## config.mk

```make
export PLATFORM = sky130hd
export DESIGN_NAME = pipelined_tree_adder
export DESIGN_NICKNAME = d
export VERILOG_FILES = /design/src/rtl/pipelined_tree_adder.sv
export SDC_FILE = /design/constraint.sdc
export NUM_CORES = 1
export LEC_CHECK = 0
export BUFFER_PORTS_ARGS = -buffer_cell sky130_fd_sc_hd__buf_2
export CAP_MARGIN = 40
export CORE_ASPECT_RATIO = 0.6
export CORE_MARGIN = 2
export CORE_UTILIZATION = 35
export CTS_CLUSTER_SIZE = 25
export DETAILED_ROUTE_END_ITERATION = 12
export GPL_TIMING_DRIVEN = 0
export PLACE_DENSITY = 0.65
export SETUP_SLACK_MARGIN = 0.05
export SLEW_MARGIN = 20
export SYNTH_ARGS = -nofsm -noshare
export SYNTH_HDL_FRONTEND = slang
export SYNTH_SLANG_ARGS = --single-unit
```

## constraint.sdc

```tcl
create_clock -name clk -period 1.8 [get_ports clk]
set_input_delay 0.18 -clock clk [delete_from_list [all_inputs] [get_ports clk]]
set_output_delay 0.18 -clock clk [all_outputs]
set_load 0.05 [all_outputs]
```

## src/rtl/pipelined_tree_adder.sv

```systemverilog
// rtl/pipelined_tree_adder.sv - pipelined binary reduction tree summing N_IN operands, one level per cycle
// Optional build macro: PIPELINED_TREE_ADDER_SIGNED_EN (two's complement operands, sign-extending stages)
module pipelined_tree_adder #(
  parameter int N_IN  = 4,
  parameter int WIDTH = 8
) (
  input  logic                          clk,
  input  logic                          rst,
  input  logic                          in_valid,
  input  logic [N_IN*WIDTH-1:0]         in_data,
  output logic                          out_valid,
  output logic [WIDTH+$clog2(N_IN)-1:0] out_sum,
  output logic                          busy
);

  localparam int LOG2N = $clog2(N_IN);
  localparam int SUM_W = WIDTH + LOG2N;

  logic [LOG2N:1] v_all;

  for (genvar k = 1; k <= LOG2N; k++) begin : g_stage
    localparam int W   = WIDTH + k;
    localparam int CNT = N_IN >> k;

    logic [W-2:0] src [2*CNT];
    logic         src_v;
    logic [W-1:0] sum_r [CNT];
    logic         v_r;

    // Stage 0 is the raw input vector; later stages read the previous stage's registers
    if (k == 1) begin : g_first
      for (genvar j = 0; j < 2*CNT; j++) begin : g_src
        assign src[j] = in_data[j*WIDTH +: WIDTH];
      end
      assign src_v = in_valid;
    end else begin : g_next
      for (genvar j = 0; j < 2*CNT; j++) begin : g_src
        assign src[j] = g_stage[k-1].sum_r[j];
      end
      assign src_v = g_stage[k-1].v_r;
    end

    always_ff @(posedge clk) begin
      if (rst) begin
        v_r <= 1'b0;
        for (int j = 0; j < CNT; j++) begin
          sum_r[j] <= '0;
        end
      end else begin
        v_r <= src_v;
        // Hold through bubbles so the output keeps the last valid result
        if (src_v) begin
          for (int j = 0; j < CNT; j++) begin
`ifdef PIPELINED_TREE_ADDER_SIGNED_EN
            sum_r[j] <= {src[2*j][W-2], src[2*j]} + {src[2*j+1][W-2], src[2*j+1]};
`else
            sum_r[j] <= {1'b0, src[2*j]} + {1'b0, src[2*j+1]};
`endif
          end
        end
      end
    end

    assign v_all[k] = v_r;
  end

  assign out_valid = g_stage[LOG2N].v_r;
  assign out_sum   = g_stage[LOG2N].sum_r[0][SUM_W-1:0];
  assign busy      = |v_all;

endmodule
```

**Word level (Yosys, flattened, before mapping)**

Memory sizes are Yosys's and may differ from the RTL's.
Index checks and enable logic that the tools add are counted.

- Mux-type cells: 12
- Reductions and logical operators: 2
- Add/subtract/negate cells: 3
- Bitwise logic cells: 2

Operators by type and width:

| cell | number |
|---|---|
| $add 8x8->9 | 2 |
| $mux 9 | 2 |
| $add 9x9->10 | 1 |
| $mux 10 | 1 |
| $reduce_or 10->1 | 1 |
| $mux 1 | 9 |
| $or 1x1->1 | 2 |
| $reduce_or 2->1 | 1 |

- Input bits: 35
- RAM bits: 28
- Bits in registers: 2
- Logic and storage cells: 23
- Memories kept: 2
- Output and inout port bits: 12

Memory list:

| memory | depth | bits a word | read ports | clocked after Yosys merged registers in | wr ports | line | RTL |
|---|---|---|---|---|---|---|---|
| g_stage[1].sum_r | 2 | 9 | 2 | 0 | 2 | 27 | `logic [W-1:0] sum_r [CNT];` |
| g_stage[2].sum_r | 1 | 10 | 1 | 0 | 1 | 27 |  |

**Longest topological paths before layout**

Gate-level depths: netlist of run 1.

- Depth in word-level cells: 5
- Mapped depth: 7
- Mapped depth without buffers: 6

**Least setup slack after synthesis of run 1**

Ideal clock, no wire load.

- Kind: input port to flip-flop
- Start point: input port in_data[16]
- End point: memory g_stage[1].sum_r[0][15] in the netlist's numbering, data pin
- Data required time: 1.545 ns
- Arrival time: 1.653 ns
- Stages: 6
- Path buffers: 0
- Library setup time: 0.255 ns
- Setup slack: -0.108 ns
- Cell sequence: ha_1 -> fa_1 -> a211oi_1 -> o21bai_1 -> a211o_1 -> and3_1

RTL lines:

| what | line | RTL |
|---|---|---|
| start: declaration | 10 | `input logic [N_IN*WIDTH-1:0] in_data,` |
| end: declaration | 27 |  |

==> results of run 1 <==
[worst max-delay path by stage]
stage,startpoint,to,cells past startpoint
floorplan,in_data[16],g_stage[1].sum_r[0][15],6
detailed placement,in_data[16],g_stage[1].sum_r[0][15],7
finish,g_stage[1].sum_r[0][1],g_stage[2].sum_r[0][5],5
global route,g_stage[1].sum_r[0][12],g_stage[2].sum_r[0][8],5
global placement,in_data[0],g_stage[1].sum_r[0][6],7
CTS,g_stage[1].sum_r[0][1],g_stage[2].sum_r[0][5],5
[flip-flops by register name (all words and copies together) (netlist names)]
signal,cells
g_stage.sum_r,28
g_stage.v_r,1
out_valid,1
[cell usage in the layout, fill, tap and decap left out, types with 6 or more instances in the layout]
master / instances
buf_2: 48
edfxtp_1: 28
ha_1: 17
nor2_1: 16
o21ai_0: 9
a21oi_1: 7
a211oi_1: 7
o21ai_1: 6
nand2b_1: 6
nor3b_1: 6
nand2_1: 6
mux2i_1: 6
a21o_1: 6
and2_1: 6
[metrics by stage]
stage | TNS, ps | worst slack (ps)
after floorplan | 0 | 46.6
after global placement | -314 | -147
after detailed placement | -418 | -156
after CTS | 0 | 42.0
after global routing | -36.7 | -20.6
final | 0 | 37.9
[cells by family after synthesis]
logic type,count (synthesis),synth area share
and+or+nand+nor,69,0.177
DFF,30,0.393
adders and majority gates,28,0.166
buffers and inverters,11,0.0251
xor gates and xnor gates,3,0.0117
AOI/OAI and AO/OA,64,0.200
muxes,6,0.0268
[layer usage]
layer | up-vias | wire (um) | GRT usage | part of all wire
met5 | - | 0 | 0 | 0
met4 | 0 | 51 | 0.0584 | 0.011
met3 | 7 | 300 | 0.0305 | 0.066
met2 | 57 | 1850 | 0.201 | 0.41
met1 | 796 | 2360 | 0.199 | 0.52
li1 | 932 | - | - | -
[tightest hold or removal path, cell delays in order]
cell	delay [ps]
buf_2	80
ha_2	120
and2_1	100
[power by group through the flow]
stage	combinational (mW)	sequential, mW	clock, mW
final	0.696	0.867	0.776
after global routing	0.776	0.873	0.817
after CTS	0.629	0.857	0.792
after detailed placement	0.601	0.873	0
after global placement	0.596	0.871	0
after floorplan	0.396	0.931	0
[layout make-up]
type	count	area, um^2
fill	590	3270
multi-input combinational	170	1430
sequential	30	881
timing repair buffer	50	264
tap	84	105
clock buffer	5	68.8
clock inverter	3	63.8
buffer	6	40.0
inverter	5	18.8
[repair_timing]
action / CTS / global route
gates resized for setup: 6 / 17
buffers inserted: 2 / 2
setup endpoints to repair: 5 / 5
pin swaps: 2 / 5
==> results.py, run 1 <==
metrics = {
    "timing": {
        "worst_pin_slew_ps": 388,
        "hold_violations": 0,
        "slew_headroom": 0.742,
        "period_needed_ps": 1760,
        "hold_slack_ps": 307,
        "finClkSkew_ps": 5.14,
        "slew_viol_final": 0,
        "finalCritPeriodShare": 0.979,
        "rsz0062_at_grt": "true",
        "max_freq_ghz": 0.567,
        "setup_viol": 0,
    },
    "power_and_ir_drop": {
        "p_int_mw": 1.69,
        "pwr-share-seq": 0.371,
        "swShare": 0.277,
        "power.share.clock": 0.332,
        "pwr-share-comb": 0.298,
        "p_per_area_nw_per_um2": 815,
        "p_sw_mw": 0.647,
        "total_power_mw": 2.34,
        "ir_worst_vdd_v": 0.000410,
        "leakage_nw": 1.22,
    },
    "hold_path": {
        "hold_class": "in2reg",
        "hold_end": "g_stage[1].sum_r[0][9]",
        "holdPathStages": 3,
        "min_from": "in_data[24]",
    },
    "synthesis": {
        "synth_fp_nets": 274,
        "synthTopCellsByArea": "edfxtp_1 38%, ha_1 14%, a211oi_1 3.0%, fa_1 2.7%, mux2i_1 2.7%",
        "yosysTopAreaCellShare": 0.375,
        "synth_edf_count": 28,
        "synth-seq-area-share": 0.393,
        "yosysWarnings": 0,
        "netlist_top_cells_count": "28 x edfxtp_1, 25 x ha_1, 16 x nor2_1, 9 x a211oi_1, 9 x o21ai_0",
        "yosys.area.top_type": "edfxtp_1",
        "synth_flop_cell": "edfxtp_1",
        "synth_cell_type_count": 51,
        "syn_inst": 211,
        "synth_most_common_cell": "edfxtp_1",
        "synth_area_um2": 2240,
        "ys_ff_latch": 30,
        "avgSynthCellArea_um2": 10.6,
        "postSynth.asyncResetShare": 0,
    },
    "clock_network": {
        "numCtsBuffers": 5,
        "cts_tree": "built",
        "clock_latency_ps": 280,
        "root_buffer": "clkbuf_8",
        "clock_path_buffers": 2,
        "holdBufCountCts": 0,
        "clk_pin_slew_ps": 60,
        "htreeDepth": 2,
        "clock_sinks": 30,
    },
    "global_route": {
        "grt_overflow_total": 0,
        "antenna_found_initial": 0,
        "grt_pass1_wl_um": 7590,
        "grtUsageTotal": 0.139,
        "grt_pass1_vias": 1679,
        "grt_max_degree": 19,
    },
    "detailed_routing": {
        "drc_errors": 0,
        "wl_um": 4570,
        "first_pass_iters": 4,
        "wire_per_inst_um": 12.9,
        "drt_iter0_drc": 153,
        "dr_total_vias": 1792,
        "drtAntennaViolNets": 0,
        "viasPerCell": 5.08,
    },
    "setup_path": {
        "rrSetupSlack_ps": 40,
        "cp_data_arrival_time_ps": 1770,
        "critPathMaxFanout": 3,
        "criticalPathCategory": "reg2reg",
        "endpoint_kind": "flop",
        "crit_required_ps": 1810,
        "path_cells": "ha_4 -> a211oi_4 -> o21ba_4 -> mux2i_1 -> o311ai_1",
        "slowest_stage": "edfxtp_1",
        "rr_worst_depth": 5,
        "reg2reg_from": "g_stage[1].sum_r[0][1]",
        "critPathLaunchType": "flop",
        "rr_endpoint": "g_stage[2].sum_r[0][5]",
        "path_buf_inv": 0,
        "critPathMaxStageDelay_ps": 440,
        "cp_top_family": "compound AO/OA/AOI/OAI gates",
    },
    "run": {
        "cap_violations": 0,
    },
    "floorplanning": {
        "die_area_um2": 7080,
        "rows": 22,
        "die_w_um": 107,
        "core-area_um2": 6140,
        "die_h_um": 66.0,
        "start_util": 0.365,
        "io_pins": 47,
    },
    "layout": {
        "drive_gt1_frac": 0.335,
        "final_net_count": 331,
        "final_util": 0.468,
        "syn_to_final_growth_pct": 28.2,
        "diodes": 0,
        "finalInstanceArea_um2": 2870,
        "stdcell_count": 353,
    },
    "place": {
        "routabilityCongestion": 0.829,
        "place.detailed.hpwl_um": 3560,
        "dp_cells": 341,
        "io_buffers": 46,
        "placed_area_um2": 2590,
    },
    "run_status": {
        "status": "finished clean",
    },
}
No activity file was read; power rests on OpenSTA's default activity.
==> inputs of run 2 (changes only) <==
CORE_MARGIN = default   (was 2)
CORE_UTILIZATION = 50   (was 35)
PLACE_DENSITY = 0.85   (was 0.65)
==> results.py, run 2 (synthesis results as in run 1) <==
metrics = {
    "power_and_ir_drop": {
        "total_power_mw": 2.06,
        "ir_worst_vdd_v": 0.000300,
        "p_per_area_nw_per_um2": 734,
        "leakage_nw": 1.22,
    },
    "timing": {
        "hold_violations": 0,
        "tns_ps": 0,
        "slew_viol_final": 0,
        "period_needed_ps": 1740,
        "finClkSkew_ps": 7.39,
        "worst_pin_slew_ps": 391,
        "max_freq_ghz": 0.574,
        "setup_viol": 0,
        "slew_headroom": 0.739,
        "setup_ws_ps": 56.3,
        "finalCritPeriodShare": 0.969,
        "rsz0062_at_grt": "true",
    },
    "hold_path": {
        "hold_class": "in2reg",
    },
    "setup_path": {
        "cp_data_arrival_time_ps": 1760,
        "crit_required_ps": 1820,
        "criticalPathCategory": "reg2reg",
        "endpoint_kind": "flop",
        "critPathLaunchType": "flop",
        "critPathMaxFanout": 3,
    },
    "layout": {
        "drive_gt1_frac": 0.337,
        "regArea_um2": 881,
        "diodes": 0,
        "layout_common_cells": "48 x buf_2, 28 x edfxtp_1, 19 x ha_1",
        "largest_register_ffs": 28,
        "stdcell_count": 333,
        "syn_to_final_growth_pct": 25.4,
        "fill_cells": 334,
        "layout_commonest_cell": "buf_2",
        "multi_input_area_um2": 1410,
        "final_net_count": 336,
        "largest_register": "g_stage.sum_r",
    },
    "global_route": {
        "grt_max_degree": 19,
        "grt_pass1_vias": 1559,
        "antenna_found_initial": 0,
        "grt_overflow_total": 0,
        "grt_pass1_wl_um": 6870,
        "grtUsageTotal": 0.196,
    },
    "detailed_routing": {
        "dr_total_vias": 1806,
        "first_pass_iters": 4,
        "drt_iter0_drc": 41,
        "viasPerCell": 5.42,
        "drc_errors": 0,
        "drtAntennaViolNets": 0,
        "wire_per_inst_um": 13.5,
        "wl_um": 4510,
    },
    "clock_network": {
        "numCtsBuffers": 5,
        "clock_path_buffers": 2,
        "holdBufCountCts": 0,
        "clock_latency_ps": 280,
        "htreeDepth": 2,
        "root_buffer": "clkbuf_8",
        "clk_pin_slew_ps": 60,
        "clock_sinks": 30,
        "cts_tree": "built",
    },
    "place": {
        "dp_cells": 317,
        "place.detailed.hpwl_um": 3310,
        "routabilityCongestion": 0.827,
        "pre_cts_ws_ps": -180,
        "io_buffers": 46,
    },
    "floorplanning": {
        "die_area_um2": 4760,
        "start_util": 0.532,
        "die_h_um": 53.8,
        "io_pins": 47,
        "rows": 18,
        "die_w_um": 88.4,
        "core-area_um2": 4210,
    },
    "run": {
        "cap_violations": 0,
    },
    "run_status": {
        "status": "finished clean",
    },
}
## run 2: cell count changes in the layout (fill, tap and decap cells not counted), sizes merged
cell	before	now
buf	55	60
bufinv	2	0
clkinv	1	2
## run 2: worst max-delay path, cell delays in order (launching register included)
cell and delay [ps]:
edfxtp_1 420, ha_4 200, fa_2 370, nand3_2 110, a21o_1 160, a2111o_1 150, nand3b_1 80
## run 2: through the flow
stage / util / hold WS, ps / cell area (um^2)
after floorplan: - / 494 / 2250
after global placement: 0.608 / 598 / 2560
after detailed placement: 0.608 / 613 / 2560
after CTS: 0.631 / 328 / 2660
after global routing: 0.667 / 328 / 2810
final: 0.667 / 331 / 2810
## run 2: repair_timing
action / in CTS / in global routing
endpoints found under the setup margin: 5 / 6
gates resized for setup: 2 / 17
buffers inserted: 1 / 8
pin swaps: 0 / 17
## run 2: where the power goes
group          leakage (nW)  switching (mW)  internal [mW]
clock                0.0438           0.220          0.258
sequential            0.320          0.0281          0.838
combinational         0.854           0.393          0.324
total                  1.22           0.641           1.42
## run 2: final cells by class
type                       count  area share
clock buffer                   5      0.0245
clock inverter                 2     0.00357
buffer                         6      0.0156
tap                           60      0.0267
timing repair buffer          55       0.106
inverter                       5     0.00668
multi-input combinational    170       0.503
sequential                    30       0.314
## run 2: path summary, 6_finish.rpt
path	startpoint	endpoint	slack (ps)	depth (start not counted)
worst max-delay path	g_stage[1].sum_r[0][9]	g_stage[2].sum_r[0][8]	60	6
worst min-delay path	in_data[24]	g_stage[1].sum_r[0][9]	330	3
worst max register to register	g_stage[1].sum_r[0][9]	g_stage[2].sum_r[0][8]	60	6
worst min register to register	g_stage[1].sum_r[0][0]	g_stage[2].sum_r[0][0]	710	2
## run 2: layer usage
metal | global-route usage | wire (um) | vias up
met2 | 0.297 | 1960 | 59
li1 | - | - | 937
met4 | 0.0860 | 48 | 0
met5 | 0 | 0 | -
met3 | 0.0414 | 202 | 7
met1 | 0.274 | 2290 | 803
==> inputs of run 3 (changes only) <==
CORE_ASPECT_RATIO = 0.7   (was 0.6)
REMOVE_ABC_BUFFERS = 1   (was default)
SKIP_CTS_REPAIR_TIMING = 1   (was default)
==> results.py, run 3 (synthesis results as in run 1) <==
metrics = {
    "timing": {
        "finalCritPeriodShare": 0.986,
        "finClkSkew_ps": 4.79,
        "max_freq_ghz": 0.564,
        "setup_viol": 0,
        "hold_violations": 0,
        "rsz0062_at_grt": "true",
        "period_needed_ps": 1770,
        "slew_viol_final": 0,
        "slew_headroom": 0.748,
        "worst_pin_slew_ps": 378,
    },
    "global_route": {
        "busiest_layer": "met2",
        "grt_max_degree": 20,
        "grt.met2_usage": 0.293,
        "met3_usage": 0.0457,
        "grt_pass1_wl_um": 6810,
        "antenna_found_initial": 0,
        "use_met1": 0.262,
        "grt_overflow_total": 0,
        "grt_pass1_vias": 1546,
        "grtUsageTotal": 0.194,
    },
    "power_and_ir_drop": {
        "ir_worst_vdd_v": 0.000720,
        "p_per_area_nw_per_um2": 846,
        "leakage_nw": 1.19,
    },
    "layout": {
        "largest_register": "g_stage.sum_r",
        "final_net_count": 323,
        "regArea_um2": 881,
        "layout_common_cells": "46 x buf_2, 28 x edfxtp_1, 18 x ha_1",
        "final_util": 0.677,
        "syn_to_final_growth_pct": 24.3,
        "fill_cells": 313,
        "drive_gt1_frac": 0.318,
        "stdcell_count": 313,
        "diodes": 0,
        "multi_input_area_um2": 1440,
        "largest_register_ffs": 28,
        "layout_commonest_cell": "buf_2",
    },
    "detailed_routing": {
        "wl_um": 4460,
        "first_pass_iters": 4,
        "viasPerCell": 5.82,
        "drtAntennaViolNets": 0,
        "drc_errors": 0,
        "dr_total_vias": 1823,
        "wire_per_inst_um": 14.3,
        "drt_iter0_drc": 72,
    },
    "clock_network": {
        "clock_latency_ps": 290,
        "clock_path_buffers": 2,
        "htreeDepth": 2,
        "cts_tree": "built",
        "numCtsBuffers": 5,
        "clk_pin_slew_ps": 60,
        "clock_sinks": 30,
        "root_buffer": "clkbuf_8",
    },
    "floorplanning": {
        "core-area_um2": 4110,
        "die_h_um": 58.0,
        "start_util": 0.545,
        "die_w_um": 82.0,
        "rows": 19,
        "die_area_um2": 4760,
        "io_pins": 47,
    },
    "hold_path": {
        "hold_class": "in2reg",
        "hold_end": "g_stage[1].sum_r[0][9]",
        "holdPathStages": 3,
        "min_from": "in_data[24]",
    },
    "setup_path": {
        "rr_worst_depth": 6,
        "rrSetupSlack_ps": 30,
        "crit_required_ps": 1830,
        "reg2reg_from": "g_stage[1].sum_r[0][9]",
        "rr_endpoint": "g_stage[2].sum_r[0][8]",
        "critPathLaunchType": "flop",
        "cp_data_arrival_time_ps": 1810,
        "criticalPathCategory": "reg2reg",
        "critPathMaxFanout": 3,
        "endpoint_kind": "flop",
    },
    "place": {
        "place.detailed.hpwl_um": 3260,
        "io_buffers": 46,
        "dp_cells": 303,
        "routabilityCongestion": 0.791,
    },
    "run": {
        "cap_violations": 0,
    },
    "run_status": {
        "status": "finished clean",
    },
}
==> run 3: changes by cell type in the layout (fill, tap and decap cells not counted), sizes merged <==
cell    change
bufinv      +2
clkinv      -1
buf        -12
clkbuf      -1
==> run 3: layout make-up <==
type,count,share of cell area
Clock inverter,3,0.0229
Clock buffer,5,0.0247
Inverter,5,0.00674
Sequential cell,30,0.316
Tap cell,52,0.0234
Timing Repair Buffer,48,0.0881
Multi-Input combinational cell,170,0.518
==> run 3: how the worst max path moves through the flow <==
stage / from / end / slack [ps] / depth (start not counted)
after floorplan: in_data[16] / g_stage[1].sum_r[0][15] / -110 / 6
after global placement: in_data[16] / g_stage[1].sum_r[0][15] / -300 / 7
after detailed placement: in_data[16] / g_stage[1].sum_r[0][15] / -380 / 7
after CTS: in_data[16] / g_stage[1].sum_r[0][15] / -80 / 7
after global routing: g_stage[1].sum_r[0][1] / g_stage[2].sum_r[0][5] / -30 / 5
final: g_stage[1].sum_r[0][9] / g_stage[2].sum_r[0][8] / 30 / 6
==> run 3: stage by stage <==
stage	cell area (um^2)	worst slack [ps]	TNS, ps	power (mW)	hold slack [ps]
floorplan	2200	-108	-167	1.32	473
global placement	2500	-304	-760	1.44	585
detailed placement	2500	-376	-963	1.46	590
CTS	2630	-81.9	-183	2.26	292
global route	2780	-25.6	-27.7	2.48	343
finish	2780	25.9	0	2.36	332
==> run 3: metal layers <==
metal | vias to the layer above | wire [um] | share of wire
li1 | 915 | - | -
met1 | 832 | 2110 | 0.47
met2 | 65 | 1990 | 0.45
met3 | 11 | 264 | 0.059
met4 | 0 | 105 | 0.024
met5 | - | 0 | 0
==> run 3: report_power, final <==
group          switching [mW]  total, mW  internal (mW)
combinational           0.383      0.686          0.303
clock                   0.251      0.798          0.547
sequential             0.0345      0.872          0.838
total                   0.669       2.36           1.69
==> run 3: critical path, cell delays in order, from the launching register on <==
cell      delay, ps
edfxtp_1        420
ha_4            200
fa_2            380
nand3_2         110
a21o_1          180
a2111o_1        150
nand3b_1         80
